**src/rtl/sram_ahb_pkg.sv**
```systemverilog
// Shared AHB-Lite encodings, FSM states and burst helpers for the SRAM burst master.
package sram_ahb_pkg;

    localparam logic [1:0] HTRANS_IDLE   = 2'b00;
    localparam logic [1:0] HTRANS_BUSY   = 2'b01;
    localparam logic [1:0] HTRANS_NONSEQ = 2'b10;
    localparam logic [1:0] HTRANS_SEQ    = 2'b11;

    localparam logic [2:0] HBURST_SINGLE = 3'b000;
    localparam logic [2:0] HBURST_INCR   = 3'b001;
    localparam logic [2:0] HBURST_WRAP4  = 3'b010;
    localparam logic [2:0] HBURST_INCR4  = 3'b011;
    localparam logic [2:0] HBURST_WRAP8  = 3'b100;
    localparam logic [2:0] HBURST_INCR8  = 3'b101;
    localparam logic [2:0] HBURST_WRAP16 = 3'b110;
    localparam logic [2:0] HBURST_INCR16 = 3'b111;

    localparam logic [2:0] SIZE_W = 3'b010;

    typedef enum logic [2:0] {
        ST_IDLE = 3'd0,
        ST_ADDR = 3'd1,
        ST_LAST = 3'd2,
        ST_ERR  = 3'd3,
        ST_FIN  = 3'd4
    } state_e;

    // incr_len is the already-clamped length used only for undefined-length INCR
    function automatic logic [4:0] burst_beats(input logic [2:0] burst, input logic [4:0] incr_len);
        logic [4:0] beats;
        case (burst)
            HBURST_SINGLE:                beats = 5'd1;
            HBURST_INCR:                  beats = incr_len;
            HBURST_WRAP4,  HBURST_INCR4:  beats = 5'd4;
            HBURST_WRAP8,  HBURST_INCR8:  beats = 5'd8;
            HBURST_WRAP16, HBURST_INCR16: beats = 5'd16;
            default:                      beats = 5'd1;
        endcase
        return beats;
    endfunction

    // All incrementing burst encodings are odd
    function automatic logic burst_is_incr(input logic [2:0] burst);
        return burst[0];
    endfunction

endpackage

```
**src/rtl/sram_ahb_burst_master_if.sv**
```systemverilog
// AHB-Lite bus bundle between the burst master and the SRAM controller slave port.
interface sram_ahb_burst_master_if;

    logic [31:0] haddr;
    logic [1:0]  htrans;
    logic        hwrite;
    logic [2:0]  hsize;
    logic [2:0]  hburst;
    logic [31:0] hwdata;
    logic [31:0] hrdata;
    logic        hready;
    logic        hresp;

    modport master (
        output haddr, htrans, hwrite, hsize, hburst, hwdata,
        input  hrdata, hready, hresp
    );

    modport slave (
        input  haddr, htrans, hwrite, hsize, hburst, hwdata,
        output hrdata, hready, hresp
    );

endinterface

```
**src/rtl/sram_ahb_addr_gen.sv**
```systemverilog
// Next word address for a burst: plain +4 for INCR types, low-bit wrap for WRAPn.
module sram_ahb_addr_gen
    import sram_ahb_pkg::*;
(
    input  logic [31:0] addr_i,
    input  logic [2:0]  burst_i,
    output logic [31:0] addr_next_o
);

    logic [31:0] inc_s;
    logic [31:0] wrap_mask_s;

    // Only the masked bits take the incremented value; the rest stay put so WRAP bursts wrap
    always_comb begin
        inc_s = addr_i + 32'd4;
        case (burst_i)
            HBURST_WRAP4:  wrap_mask_s = 32'h0000_000C;
            HBURST_WRAP8:  wrap_mask_s = 32'h0000_001C;
            HBURST_WRAP16: wrap_mask_s = 32'h0000_003C;
            default:       wrap_mask_s = 32'hFFFF_FFFF;
        endcase
        addr_next_o = (addr_i & ~wrap_mask_s) | (inc_s & wrap_mask_s);
    end

endmodule

```
**src/rtl/sram_ahb_burst_master.sv**
```systemverilog
// AHB-Lite burst initiator: one client command at a time, word transfers with BUSY
// insertion on write underrun, wait-state hold, and two-cycle ERROR recovery.
module sram_ahb_burst_master
    import sram_ahb_pkg::*;
#(
    parameter int ADDR_WIN_BITS = 14,
    parameter int MAX_INCR_LEN  = 16
) (
    input  logic        hclk,
    input  logic        hreset,
    input  logic        cmd_valid,
    output logic        cmd_ready,
    input  logic        cmd_write,
    input  logic [31:0] cmd_addr,
    input  logic [2:0]  cmd_burst,
    input  logic [4:0]  cmd_len,
    input  logic        wr_valid,
    output logic        wr_ready,
    input  logic [31:0] wr_data,
    output logic        rd_valid,
    output logic [31:0] rd_data,
    output logic        done,
    output logic        done_err,
    sram_ahb_burst_master_if.master ahb
);

    localparam logic [4:0] MAX_LEN_C = 5'(MAX_INCR_LEN);
    localparam int         LIDX_W    = ADDR_WIN_BITS - 1;

    state_e      state_q,  state_d;
    logic [31:0] haddr_q,  haddr_d;
    logic        hwrite_q, hwrite_d;
    logic [2:0]  hburst_q, hburst_d;
    logic [31:0] hwdata_q, hwdata_d;
    logic        rd_valid_q, rd_valid_d;
    logic [31:0] rd_data_q,  rd_data_d;
    logic [4:0]  beats_q,  beats_d;
    logic [4:0]  beat_q,   beat_d;
    logic        dphase_q, dphase_d;
    logic        err_q,    err_d;
    logic        rej_q,    rej_d;

    logic [4:0]        cmd_len_s;
    logic [4:0]        cmd_beats_s;
    logic [LIDX_W-1:0] last_idx_s;
    logic              reject_s;
    logic              err_now_s;
    logic [1:0]        htrans_s;
    logic [31:0]       addr_next_s;

    sram_ahb_addr_gen u_addr_gen (
        .addr_i      (haddr_q),
        .burst_i     (hburst_q),
        .addr_next_o (addr_next_s)
    );

    // Command decode: clamp INCR length, beat count, and window overflow of the final beat
    always_comb begin
        if (cmd_len == 5'd0) begin
            cmd_len_s = 5'd1;
        end else if (cmd_len > MAX_LEN_C) begin
            cmd_len_s = MAX_LEN_C;
        end else begin
            cmd_len_s = cmd_len;
        end
        cmd_beats_s = burst_beats(cmd_burst, cmd_len_s);
        last_idx_s  = {1'b0, cmd_addr[ADDR_WIN_BITS-1:2]} + LIDX_W'(cmd_beats_s) - LIDX_W'(1);
        reject_s    = burst_is_incr(cmd_burst) & last_idx_s[LIDX_W-1];
    end

    // Transfer type; a first-cycle ERROR on a pending data phase cancels the address phase at once
    always_comb begin
        err_now_s = dphase_q & ahb.hresp & ~ahb.hready;
        htrans_s  = HTRANS_IDLE;
        if ((state_q == ST_ADDR) && !err_now_s) begin
            if (!hwrite_q || wr_valid) begin
                htrans_s = (beat_q == 5'd0) ? HTRANS_NONSEQ : HTRANS_SEQ;
            end else begin
                htrans_s = (beat_q == 5'd0) ? HTRANS_IDLE : HTRANS_BUSY;
            end
        end else begin
            htrans_s = HTRANS_IDLE;
        end
    end

    // Next-state and datapath updates
    always_comb begin
        state_d    = state_q;
        haddr_d    = haddr_q;
        hwrite_d   = hwrite_q;
        hburst_d   = hburst_q;
        hwdata_d   = hwdata_q;
        beats_d    = beats_q;
        beat_d     = beat_q;
        dphase_d   = dphase_q;
        err_d      = err_q;
        rej_d      = rej_q;
        rd_valid_d = dphase_q & ahb.hready & ~ahb.hresp & ~hwrite_q &
                     ((state_q == ST_ADDR) || (state_q == ST_LAST));
        rd_data_d  = rd_valid_d ? ahb.hrdata : rd_data_q;

        case (state_q)
            ST_IDLE: begin
                if (cmd_valid) begin
                    beat_d   = 5'd0;
                    dphase_d = 1'b0;
                    err_d    = 1'b0;
                    rej_d    = reject_s;
                    if (reject_s) begin
                        // Rejects spend one cycle in ERR so done trails acceptance by two cycles
                        state_d = ST_ERR;
                    end else begin
                        state_d  = ST_ADDR;
                        haddr_d  = cmd_addr & 32'hFFFF_FFFC;
                        hwrite_d = cmd_write;
                        hburst_d = cmd_burst;
                        beats_d  = cmd_beats_s;
                    end
                end else begin
                    state_d = ST_IDLE;
                end
            end
            ST_ADDR: begin
                if (err_now_s) begin
                    state_d  = ST_ERR;
                    dphase_d = 1'b0;
                end else if (ahb.hready) begin
                    dphase_d = htrans_s[1];
                    if (htrans_s[1]) begin
                        hwdata_d = hwrite_q ? wr_data : hwdata_q;
                        if (beat_q == (beats_q - 5'd1)) begin
                            state_d = ST_LAST;
                        end else begin
                            beat_d  = beat_q + 5'd1;
                            haddr_d = addr_next_s;
                        end
                    end else begin
                        hwdata_d = hwdata_q;
                    end
                end else begin
                    state_d = ST_ADDR;
                end
            end
            ST_LAST: begin
                if (err_now_s) begin
                    state_d  = ST_ERR;
                    dphase_d = 1'b0;
                end else if (ahb.hready) begin
                    state_d  = ST_FIN;
                    dphase_d = 1'b0;
                end else begin
                    state_d = ST_LAST;
                end
            end
            ST_ERR: begin
                if (rej_q || (ahb.hresp && ahb.hready)) begin
                    state_d = ST_FIN;
                    err_d   = 1'b1;
                end else begin
                    state_d = ST_ERR;
                end
            end
            ST_FIN: begin
                state_d = ST_IDLE;
            end
            default: begin
                state_d = ST_IDLE;
            end
        endcase
    end

    // State and datapath registers
    always_ff @(posedge hclk) begin
        if (hreset) begin
            state_q    <= ST_IDLE;
            haddr_q    <= 32'd0;
            hwrite_q   <= 1'b0;
            hburst_q   <= HBURST_SINGLE;
            hwdata_q   <= 32'd0;
            rd_valid_q <= 1'b0;
            rd_data_q  <= 32'd0;
            beats_q    <= 5'd1;
            beat_q     <= 5'd0;
            dphase_q   <= 1'b0;
            err_q      <= 1'b0;
            rej_q      <= 1'b0;
        end else begin
            state_q    <= state_d;
            haddr_q    <= haddr_d;
            hwrite_q   <= hwrite_d;
            hburst_q   <= hburst_d;
            hwdata_q   <= hwdata_d;
            rd_valid_q <= rd_valid_d;
            rd_data_q  <= rd_data_d;
            beats_q    <= beats_d;
            beat_q     <= beat_d;
            dphase_q   <= dphase_d;
            err_q      <= err_d;
            rej_q      <= rej_d;
        end
    end

    assign cmd_ready   = (state_q == ST_IDLE);
    assign wr_ready    = (state_q == ST_ADDR) & hwrite_q & ahb.hready & htrans_s[1];
    assign rd_valid    = rd_valid_q;
    assign rd_data     = rd_data_q;
    assign done        = (state_q == ST_FIN);
    assign done_err    = (state_q == ST_FIN) & err_q;

    assign ahb.haddr   = haddr_q;
    assign ahb.htrans  = htrans_s;
    assign ahb.hwrite  = hwrite_q;
    assign ahb.hsize   = SIZE_W;
    assign ahb.hburst  = hburst_q;
    assign ahb.hwdata  = hwdata_q;

endmodule

```
**src/flat_wrapper.sv**
```systemverilog
// flat-port wrapper written by rule: the top's interface ports become plain ports
module sram_ahb_burst_master_flat import sram_ahb_pkg::*;
#(
    parameter int ADDR_WIN_BITS = 14,
    parameter int MAX_INCR_LEN  = 16
)
  (hclk, hreset, cmd_valid, cmd_ready, cmd_write, cmd_addr, cmd_burst, cmd_len, wr_valid, wr_ready, wr_data, rd_valid, rd_data, done, done_err, ahb_haddr, ahb_htrans, ahb_hwrite, ahb_hsize, ahb_hburst, ahb_hwdata, ahb_hrdata, ahb_hready, ahb_hresp);
  sram_ahb_burst_master_if ahb_i ();
  input  logic hclk;
  input  logic hreset;
  input  logic cmd_valid;
  output logic cmd_ready;
  input  logic cmd_write;
  input  logic [31:0] cmd_addr;
  input  logic [2:0] cmd_burst;
  input  logic [4:0] cmd_len;
  input  logic wr_valid;
  output logic wr_ready;
  input  logic [31:0] wr_data;
  output logic rd_valid;
  output logic [31:0] rd_data;
  output logic done;
  output logic done_err;
  output wire logic [$bits(ahb_i.haddr)-1:0] ahb_haddr;
  output wire logic [$bits(ahb_i.htrans)-1:0] ahb_htrans;
  output wire logic [$bits(ahb_i.hwrite)-1:0] ahb_hwrite;
  output wire logic [$bits(ahb_i.hsize)-1:0] ahb_hsize;
  output wire logic [$bits(ahb_i.hburst)-1:0] ahb_hburst;
  output wire logic [$bits(ahb_i.hwdata)-1:0] ahb_hwdata;
  input wire logic [$bits(ahb_i.hrdata)-1:0] ahb_hrdata;
  input wire logic [$bits(ahb_i.hready)-1:0] ahb_hready;
  input wire logic [$bits(ahb_i.hresp)-1:0] ahb_hresp;
  assign ahb_haddr = ahb_i.haddr;
  assign ahb_htrans = ahb_i.htrans;
  assign ahb_hwrite = ahb_i.hwrite;
  assign ahb_hsize = ahb_i.hsize;
  assign ahb_hburst = ahb_i.hburst;
  assign ahb_hwdata = ahb_i.hwdata;
  assign ahb_i.hrdata = ahb_hrdata;
  assign ahb_i.hready = ahb_hready;
  assign ahb_i.hresp = ahb_hresp;
  sram_ahb_burst_master #(.ADDR_WIN_BITS(ADDR_WIN_BITS), .MAX_INCR_LEN(MAX_INCR_LEN)) u_core (.hclk(hclk), .hreset(hreset), .cmd_valid(cmd_valid), .cmd_ready(cmd_ready), .cmd_write(cmd_write), .cmd_addr(cmd_addr), .cmd_burst(cmd_burst), .cmd_len(cmd_len), .wr_valid(wr_valid), .wr_ready(wr_ready), .wr_data(wr_data), .rd_valid(rd_valid), .rd_data(rd_data), .done(done), .done_err(done_err), .ahb(ahb_i));
endmodule
```
**config.mk**
```make
export PLATFORM = sky130hd
export DESIGN_NAME = sram_ahb_burst_master_flat
export DESIGN_NICKNAME = d
export VERILOG_FILES = /design/src/rtl/sram_ahb_pkg.sv /design/src/rtl/sram_ahb_burst_master_if.sv /design/src/rtl/sram_ahb_addr_gen.sv /design/src/rtl/sram_ahb_burst_master.sv /design/src/flat_wrapper.sv
export SDC_FILE = /design/constraint.sdc
export NUM_CORES = 1
export LEC_CHECK = 0
export BUFFER_PORTS_ARGS = -buffer_cell sky130_fd_sc_hd__buf_4
export CORE_MARGIN = 2
export CORE_UTILIZATION = 45
export DETAILED_ROUTE_END_ITERATION = 12
export PLACE_DENSITY = 0.77
export SYNTH_ARGS = -nofsm -noshare
export SYNTH_HDL_FRONTEND = slang
export SYNTH_SLANG_ARGS = --single-unit
```
**constraint.sdc**
```tcl
create_clock -name hclk -period 3.85 [get_ports hclk]
set_clock_uncertainty 0.2 [all_clocks]
set_input_delay 1.155 -clock hclk [delete_from_list [all_inputs] [get_ports hclk]]
set_output_delay 1.155 -clock hclk [all_outputs]
set_load 0.02 [all_outputs]
```
Word level (Yosys, flattened, before mapping)
Cells that the tools add are included.

operators by class
  $add $sub $neg = 5
  order comparisons = 1
  equality and inequality tests = 26
  multiplexer cells = 39
  bitwise operators = 20
  reductions and logical operators = 25

operators with widths
  cell                   number
  $mux 32                6
  $pmux 32 s3            1
  $and 32x32->32         2
  $pmux 32 s2            1
  $mux 5                 7
  $add 32x3->32 const B  1
  $not 32->32            1
  $or 32x32->32          1
  $pmux 5 s5             1
  $eq 3x3->1 const B     7
  $mux 3                 7
  $eq 3x2->1 const B     5
  $add 12x5->13          1
  $sub 13x1->13 const B  1
  $pmux 3 s4             1
  $and 1x1->1            11
  $logic_not 5->1        2
  $ne 2x2->1 const B     5
  $pmux 5 s2             1
  $mux 1                 8
  $mux 2                 4
  $ne 4x2->1 const B     2
  $reduce_and 7->1       1
  $eq 3x1->1 const B     2
  21 further kinds       37

storage, ports and cells
  bits in registers = 117
  input port bits = 111
  output and inout port bits = 110
  logic and storage cells = 128

Longest topological paths before layout
  depth after elaboration = 10
  depth in mapped cells = 16
  depth with buffers taken out = 14

By module
Synthesis repeated with hierarchy kept, for this count alone.

second synthesis, totals
  cells, all modules = 758
  area total of the unflattened synthesis = 6,118.4 sq um

modules (own cells, without submodules)
  module                 instances  cells an instance  area an instance (sq um)  seq. area each (sq um)
  sram_ahb_burst_master  1          659                5,430.2                   2,342.2
  sram_ahb_addr_gen      1          99                 688.2                     0.0

Worst setup path after synthesis
Ideal clock, no wire load.

  kind = input to register
  start = input cmd_burst[0]
  end = register (tool-made name)
  library setup time = 136 ps
  arrival time = 3,580 ps
  required time = 3,514 ps
  slack = -66 ps
  cell stages on the path = 16
  buffers on the path = 2
  cells stage by stage = nor2b_1 -> a21oi_1 -> nor2_1 -> inv_1 -> ha_1 -> inv_1 -> ha_1 -> nand2_1 -> nor3_1 -> a41oi_2 -> and4_1 -> or3_1 -> buf_2 -> buf_6 -> a21oi_1 -> o32ai_2

RTL lines
  item                RTL line            text
  start: declaration  flat_wrapper.sv:15  input logic [2:0] cmd_burst;

==> run metrics <==
clock slew at reported path FFs=0.05 ns; initial antenna violation count=0; total gr overflow=0; CP max stage cell=or3_1; Achievable Freq=273 MHz; die area=13,900 um^2; cts hold-fix bufs=0; crit-path cells=buf_4, nor2b_2, a21oi_1, nor2_1, inv_1, ha_1, inv_1, ha_1, nand2_1, nor3_1, a41oi_2, and4_4, or3_1, buf_4, a21oi_1, o32ai_2; #FFs+latches synth=117; maximum vdd drop=0.283 mV; pre-CTS setup slack=-0.233 ns; EDFF count, synth=0; H-Tree Depth=4; Initial Util=46.2%; total number of vias=6,052; Post-Synthesis Cells=754; CP startpoint kind=input pin; commonest cells in the netlist=nand2_1, dfxtp_1, a21oi_1; Async S/R FF share, synth=0%; Clock Sinks=117; # IOs=221; Detail Placement HPWL=11.9 mm; Slew headroom=54.9%; WL/cell=14.7 um; gpl congestion=0.851; hold crit path type=reg2reg; Iter 0 DRT Violations=407; filler instances=1,153; ANT nets after route=0; dominant synthesized flop cell=dfxtp_1; Yosys cell types=65; area growth from synthesis to layout=42.6%; Cell Rows=41; worst-margin pin slew=0.674 ns; Netlist Area Pre-Place=5830 um^2; CP Class=in2reg; Root Buffer=clkbuf_16; area of the multi-input gates=3180 um^2; Max-Cap Viols=0; global-route wire length before repair=27.5 mm; Syn. warnings=0; Crit path max-delay family=simple AND/OR/NAND/NOR gates; Vias/cell=5.27; leakage power=0.00348 uW; Final Routed Wirelength=16.9 mm; Reg area=2340 um^2; Final setup viols=0; layout net count=1,096; # DRC=0; die height=118 um; CTS tree=done; vias in the first global route=5,503; sequential-to-total area share from yosys stat=40.2%; antenna cell count=0; 1st-pass router iterations=7; Worst-Skew Late Latency=0.41 ns; fin crit period=3.67 ns; cts bufs inserted=17; Final Power=4000 uW; die width=118 um; final worst-path cycle share=95.2%; largest net degree at the start of global routing=49; Max Slew Vio Count=0; share of layout cells above drive strength 1=30.1%; CP Data Arrival Time=3.74 ns; largest cells by area after synthesis=dfxtp_1, nand2_1, a21oi_1; unrepaired setup endpoints after global routing=yes; share of the synthesized area in the top cell type=40.2%; Final Hold Viols=0; post-CTS resize count=0; count leader, synth=nand2_1; Finished Core Util=65.9%; post-CTS setup buffers=0; mean area per synthesized cell=7.73 um^2; final worst slack=0.185 ns; post-placement cell area=7670 um^2; GRT Util Overall=24.0%; CP max stage delay=0.30 ns; Synth area leader=dfxtp_1; CP endpoint kind=register; Core ar.=12,600 um^2; final instance area=8310 um^2; Port-buffer cells=215; Critical Path RT=3.92 ns; Max Buffers Root-to-Sink=2; status=finished clean; CP Buf/Inv Count=4; total power per unit cell area=481 nW/um^2; Worst Path Max Fanout=15
## logic make-up after synthesis
kind of cell | share of synthesized area (%)
DFF | 40.2
buffers and inverters | 5.52
other | 0.129
AOI/OAI and AO/OA | 20.5
and+or+nand+nor | 25.3
xor gates and xnor gates | 3.45
adders and majority gates | 3.86
muxes | 1.03
## layer usage
| layer | vias to the layer above | part of all wire, % | GRT usage [%] |
|---|---|---|---|
| li1 | 3014 | - | - |
| met1 | 2796 | 44 | 31.3 |
| met2 | 206 | 47 | 37.8 |
| met3 | 36 | 6.4 | 6.54 |
| met4 | 0 | 2.4 | 9.41 |
| met5 | - | 0 | 0 |
## layout by cell type (no fill, tap or decap), types with 5 or more instances in the layout
master / synthesis / layout
a211oi_1: 12 / 12
a21oi_1: 105 / 104
a21oi_2: 4 / 5
a22oi_1: 8 / 8
buf_4: 5 / 237
bufinv_16: 0 / 6
clkbuf_16: 0 / 17
dfxtp_1: 117 / 117
ha_1: 18 / 18
inv_1: 30 / 30
mux2i_1: 6 / 6
nand2_1: 181 / 181
nand3_1: 21 / 21
nand4_1: 8 / 8
nor2_1: 55 / 55
nor2b_1: 6 / 5
nor3_1: 18 / 18
o21ai_0: 15 / 14
xnor2_1: 16 / 16
xor2_1: 7 / 7
## through the flow
step	setup TNS, ns	hold WS (ns)	instances
6_report	0	0.252	1149
5_1_grt	-0.0109	0.269	1149
3_5_place_dp	-4.28	0.247	1120
3_3_place_gp	-3.16	0.242	1120
4_1_cts	0	0.254	1149
2_1_floorplan	0	0.232	755
## worst reg2reg max path, cell delays in order, from the launching register on
cell       delay [ns]
dfxtp_1          0.40
inv_1            0.07
ha_1             0.25
xnor2_1          0.15
a22oi_1          0.10
o2111ai_2        0.25
a41oi_2          0.32
nor4_4           0.42
buf_12           0.22
a21oi_1          0.10
a311oi_1         0.26
## power by group
part / total [uW] / switching (uW) / leakage, uW / internal [uW]
Combinational: 865 / 476 / 0.00222 / 388
Clock: 1740 / 539 / 0.000309 / 1200
Sequential: 1400 / 109 / 0.000949 / 1290
## cell type report
| class | instances | area share, % |
|---|---|---|
| Tap cell | 172 | 2.59 |
| Multi-Input combinational cell | 561 | 38.3 |
| Inverter | 31 | 1.40 |
| Sequential cell | 117 | 28.2 |
| Clock inverter | 10 | 2.48 |
| Clock buffer | 19 | 5.21 |
| Timing Repair Buffer | 239 | 21.9 |
## path summary, 6_finish.rpt
path	slack (ns)	end	depth (start not counted)	start
max	0.18	register	16	cmd_burst[0]
min	0.25	u_core.rd_data[25]	2	u_core.rd_data[25]
max reg2reg	1.02	register	10	u_core.beats_q[0]
min reg2reg	0.25	u_core.rd_data[25]	2	u_core.rd_data[25]
Power figures use the tool's default switching activity.
